[config.mk]
export PLATFORM = sky130hd
export DESIGN_NAME = load_store_unit
export DESIGN_NICKNAME = d
export VERILOG_FILES = /design/src/rtl/load_store_unit.sv
export SDC_FILE = /design/constraint.sdc
export NUM_CORES = 1
export LEC_CHECK = 0
export BUFFER_PORTS_ARGS = -buffer_cell sky130_fd_sc_hd__buf_2
export CAP_MARGIN = 20
export CORE_MARGIN = 4
export CORE_UTILIZATION = 53
export DETAILED_ROUTE_END_ITERATION = 6
export PLACE_DENSITY = 0.86
export SETUP_SLACK_MARGIN = 0.05
export SYNTH_ARGS = -nofsm -noshare
export SYNTH_HDL_FRONTEND = slang
export SYNTH_SLANG_ARGS = --single-unit
[constraint.sdc]
create_clock -name clk -period 6.3 [get_ports clk]
set_clock_uncertainty 0.2 [all_clocks]
set_input_delay 0.63 -clock clk [delete_from_list [all_inputs] [get_ports clk]]
set_output_delay 0.63 -clock clk [all_outputs]
set_load 0.02 [all_outputs]
[src/rtl/load_store_unit.sv]
// RV32I load/store unit: IDLE/REQ/RESP handshake to a word-wide data memory.
// Optional REQ-phase timeout abort enabled by defining LSU_TIMEOUT_EN.
module load_store_unit #(
  parameter int unsigned TIMEOUT_CYCLES = 64
) (
  input  logic        clk,
  input  logic        rst_n,
  input  logic        mem_read,
  input  logic        mem_write,
  input  logic [2:0]  funct3,
  input  logic [31:0] addr,
  input  logic [31:0] write_data,
  output logic [31:0] read_data,
  output logic        stall,
  output logic        done,
  output logic        err,
  output logic        dmem_req,
  output logic        dmem_we,
  output logic [31:0] dmem_addr,
  output logic [31:0] dmem_wdata,
  output logic [3:0]  dmem_be,
  input  logic        dmem_ready,
  input  logic [31:0] dmem_rdata
);

  typedef enum logic [1:0] {S_IDLE, S_REQ, S_RESP} state_e;

  state_e      state_q, state_d;
  logic [31:0] addr_q, addr_d;
  logic [31:0] wdata_q, wdata_d;
  logic [31:0] read_data_q, read_data_d;
  logic [3:0]  be_q, be_d;
  logic        we_q, we_d;
  logic [2:0]  funct3_q, funct3_d;

  logic        req_any, legal, misaligned, bad_req;
  logic [3:0]  be_calc;
  logic [31:0] wdata_calc, lane_data, load_ext;

`ifdef LSU_TIMEOUT_EN
  localparam int unsigned CNT_W = $clog2(TIMEOUT_CYCLES + 1);
  logic [CNT_W-1:0] cnt_q, cnt_d;
  logic             tmo_q, tmo_d;
`endif

  if (TIMEOUT_CYCLES == 0) begin : g_cfg_check
    $error("load_store_unit: TIMEOUT_CYCLES must be nonzero");
  end

  // Request decode; mem_write takes priority, so BU/HU are illegal when both are set.
  always_comb begin
    req_any    = mem_read | mem_write;
    legal      = 1'b0;
    be_calc    = 4'b1111;
    wdata_calc = write_data;
    case (funct3)
      3'b000, 3'b001, 3'b010: legal = 1'b1;
      3'b100, 3'b101:         legal = ~mem_write;
      default:                legal = 1'b0;
    endcase
    misaligned = ((funct3[1:0] == 2'b01) && addr[0]) ||
                 ((funct3[1:0] == 2'b10) && (addr[1:0] != 2'b00));
    bad_req    = req_any && (!legal || misaligned);
    case (funct3[1:0])
      2'b00: begin
        be_calc    = 4'b0001 << addr[1:0];
        wdata_calc = {4{write_data[7:0]}};
      end
      2'b01: begin
        be_calc    = 4'b0011 << {addr[1], 1'b0};
        wdata_calc = {2{write_data[15:0]}};
      end
      default: begin
        be_calc    = 4'b1111;
        wdata_calc = write_data;
      end
    endcase
  end

  // Halfword accesses are aligned, so one byte-lane shift serves both sizes.
  always_comb begin
    lane_data = dmem_rdata >> {addr_q[1:0], 3'b000};
    case (funct3_q)
      3'b000:  load_ext = {{24{lane_data[7]}}, lane_data[7:0]};
      3'b100:  load_ext = {24'h0, lane_data[7:0]};
      3'b001:  load_ext = {{16{lane_data[15]}}, lane_data[15:0]};
      3'b101:  load_ext = {16'h0, lane_data[15:0]};
      default: load_ext = dmem_rdata;
    endcase
  end

  always_comb begin
    state_d     = state_q;
    addr_d      = addr_q;
    wdata_d     = wdata_q;
    read_data_d = read_data_q;
    be_d        = be_q;
    we_d        = we_q;
    funct3_d    = funct3_q;
    stall       = 1'b0;
    done        = 1'b0;
    err         = 1'b0;
    dmem_req    = 1'b0;
`ifdef LSU_TIMEOUT_EN
    cnt_d       = '0;
    tmo_d       = 1'b0;
`endif
    case (state_q)
      S_IDLE: begin
        if (bad_req) begin
          err = 1'b1;
        end else if (req_any) begin
          stall    = 1'b1;
          addr_d   = addr;
          wdata_d  = wdata_calc;
          be_d     = be_calc;
          we_d     = mem_write;
          funct3_d = funct3;
          state_d  = S_REQ;
        end
      end
      S_REQ: begin
        dmem_req = 1'b1;
        stall    = 1'b1;
        if (dmem_ready) begin
          if (!we_q) read_data_d = load_ext;
          state_d = S_RESP;
        end
`ifdef LSU_TIMEOUT_EN
        else if (cnt_q == CNT_W'(TIMEOUT_CYCLES - 1)) begin
          tmo_d   = 1'b1;
          state_d = S_RESP;
        end else begin
          cnt_d = cnt_q + 1'b1;
        end
`endif
      end
      S_RESP: begin
        done    = 1'b1;
`ifdef LSU_TIMEOUT_EN
        err     = tmo_q;
`endif
        state_d = S_IDLE;
      end
      default: state_d = S_IDLE;
    endcase
  end

  always_ff @(posedge clk or negedge rst_n) begin
    if (!rst_n) begin
      state_q     <= S_IDLE;
      addr_q      <= '0;
      wdata_q     <= '0;
      read_data_q <= '0;
      be_q        <= '0;
      we_q        <= 1'b0;
      funct3_q    <= '0;
`ifdef LSU_TIMEOUT_EN
      cnt_q       <= '0;
      tmo_q       <= 1'b0;
`endif
    end else begin
      state_q     <= state_d;
      addr_q      <= addr_d;
      wdata_q     <= wdata_d;
      read_data_q <= read_data_d;
      be_q        <= be_d;
      we_q        <= we_d;
      funct3_q    <= funct3_d;
`ifdef LSU_TIMEOUT_EN
      cnt_q       <= cnt_d;
      tmo_q       <= tmo_d;
`endif
    end
  end

  assign read_data  = read_data_q;
  assign dmem_we    = we_q;
  assign dmem_addr  = {addr_q[31:2], 2'b00};
  assign dmem_wdata = wdata_q;
  assign dmem_be    = be_q;

endmodule

==> impl_metrics.json <==
{
  "yosysSeqAreaShare": 0.493,
  "fill_cells": 809,
  "ys_seq_elements": 106,
  "required_ns": 6.27,
  "period_share": 0.472,
  "crit_fanout": 17,
  "path_buf_inv": 0,
  "grt_overflow": 0,
  "start_util": 0.548,
  "io_buffers": 206,
  "setup_tns_ns": 0,
  "slowest_delay_ns": 0.99,
  "yosys_warnings": 0,
  "syn_avg_cell_area_um2": 9.11,
  "antenna_found_initial": 0,
  "clockBufferDepth": 2,
  "insertion_delay_ns": 0.36,
  "fin_util": 0.649,
  "drc": 0,
  "core-area_um2": 9820,
  "status": "complete, no violations",
  "layout_commonest_cell": "buf_2",
  "cts_hold_buffers": 0,
  "drt_wl_total_um": 14400,
  "ant_nets": 0,
  "antenna_cells": 0,
  "crit_slowest_cell": "o31ai_2",
  "synth_ff_type": "dfrtp_1",
  "cts_tree": "done",
  "globalRouteTotalUtil": 0.248,
  "gp_congestion": 0.894,
  "final_cells": 883,
  "tightest_slew_ns": 1.16,
  "syn_area_um2": 5390,
  "vias": 4764,
  "rsz0062_at_grt": "no",
  "num_io_pins": 209,
  "netlist_instances": 591,
  "hold_path_class": "input pin to async pin",
  "multi_input_area_um2": 2240,
  "async_flop_share": 1.00,
  "leakagePower_uw": 0.00338,
  "ir_drop_uv": 195,
  "wl_per_cell_um": 16.3,
  "dp_hpwl_um": 10600,
  "synth.distinct_cells": 39,
  "rows": 36,
  "clk_pin_slew_ns": 0.09,
  "post_cts_buffers": 0,
  "grt_start_max_net_pins": 101,
  "fin_nets": 849,
  "fp.dieH_um": 109,
  "postCtsResizedCells": 0,
  "first_pass_iters": 7,
  "htree_levels": 3,
  "grt_first_pass_wirelength_um": 23000,
  "die_x_um": 109,
  "cap_violations": 0,
  "period_needed_ns": 2.98,
  "clock-sinks": 106,
  "cp.arrival_ns": 2.95,
  "cts_buffers": 9,
  "maxSlewHeadroom": 0.225,
  "placed_cells": 865,
  "finalHoldViolations": 0,
  "drt_iter0_drc": 370,
  "grt_pass1_vias": 4552,
  "crit_family": "compound AO/OA/AOI/OAI gates",
  "syn2layout_area_growth_pct": 18.3,
  "via_per_inst": 5.40,
  "criticalPathCategory": "flop to flop",
  "setup_viol": 0,
  "worstSetupStartpointType": "flop",
  "dieArea_um2": 11800,
  "end_kind": "flop",
  "max_freq_ghz": 0.336,
  "drive_gt1_frac": 0.345,
  "mostFrequentLayoutCells": "205 x buf_2, 183 x nand2_1, 106 x dfrtp_1",
  "slew_viol_final": 0,
  "synth_edf_count": 0,
  "crit_chain": "mux2i_1 > o21ai_0 > o31ai_2 > nand3_1",
  "register_area_um2": 2650,
  "clockRootBuffer": "clkbuf_8",
  "powerDensity_nw_per_um2": 421
}
==> where the power goes <==
group / switching, uW / total (uW) / leakage (uW) / internal (uW)
combinational: 752 / 1160 / 0.00198 / 405
sequential: 186 / 1120 / 0.00131 / 939
clock: 223 / 399 / 0.0000965 / 176
==> cell families after synthesis <==
kind of cell           synth area share
multiplexers                     0.0653
AND/OR/NAND/NOR                   0.224
buffers and inverters            0.0974
flip-flops                        0.493
other                          0.000696
AO/OA/AOI/OAI                     0.120
==> flip-flops by register name, indices dropped and copies added, names as in the netlist <==
name	flops
addr_q	32
dmem_we	1
funct3_q	3
state_q	2
dmem_wdata	32
dmem_be	4
read_data	32
==> routing by layer <==
layer,up-vias,wire (um),GRT usage,part of all wire
met5,-,0,0,0
met1,2255,5590,0.311,0.39
li1,2253,-,-,-
met3,28,1320,0.0651,0.092
met4,0,290,0.0730,0.020
met2,228,7170,0.424,0.50
==> worst reg2reg max path, cell delays in order, from the launching register on <==
cell	delay, ns
dfrtp_1	0.79
mux2i_1	0.42
o21ai_0	0.19
o31ai_2	0.99
nand3_1	0.20
==> final timing paths <==
path	start	endpoint	slack [ns]	depth (start not counted)
min in group clk	addr[29]	addr_q[29]	0.25	3
max in group asynchronous	rst_n	read_data[15]	4.62	2
worst min-delay path	rst_n	addr_q[12]	0.06	1
worst min register to register	addr_q[16]	addr_q[16]	0.28	2
worst max-delay path	addr_q[1]	read_data[19]	3.32	4
worst max register to register	addr_q[1]	read_data[19]	3.32	4
==> cell usage after synthesis (3+ instances only) <==
cell type    n  area [um2]
a21oi_1     26         130
and2_1       7        43.8
buf_1        3        11.3
buf_4       33         248
buf_6       16         180
clkbuf_1    16        60.1
dfrtp_1    106        2650
inv_1        4        15.0
mux2i_1     34         340
nand2_1    183         687
nand2b_1     8        50.1
nand3_1     32         160
nand3b_1     9        67.6
nor2_1      20        75.1
nor2b_1      3        18.8
nor4_1       3        18.8
o21ai_0     34         170
o21ai_1      3        15.0
o21ai_2     26         228
==> per-stage QoR <==
stage	total power, uW	setup slack, ns	area (um2)	hold WS, ns
2_1_floorplan	1950	3.54	5390	0.134
3_3_place_gp	2230	3.44	6130	0.252
3_5_place_dp	2280	3.34	6130	0.257
4_1_cts	2680	3.33	6320	0.0645
5_1_grt	2870	3.16	6370	0.0803
6_report	2680	3.32	6370	0.0578
==> final cells by class <==
class                           instances  share of cell area
Sequential cell                       106               0.416
Multi-Input combinational cell        412               0.351
Timing Repair Buffer                  212               0.176
Clock buffer                           14              0.0271
Tap cell                              133              0.0261
Inverter                                4             0.00236
Clock inverter                          2             0.00157
(Power assumes the default switching activity.)
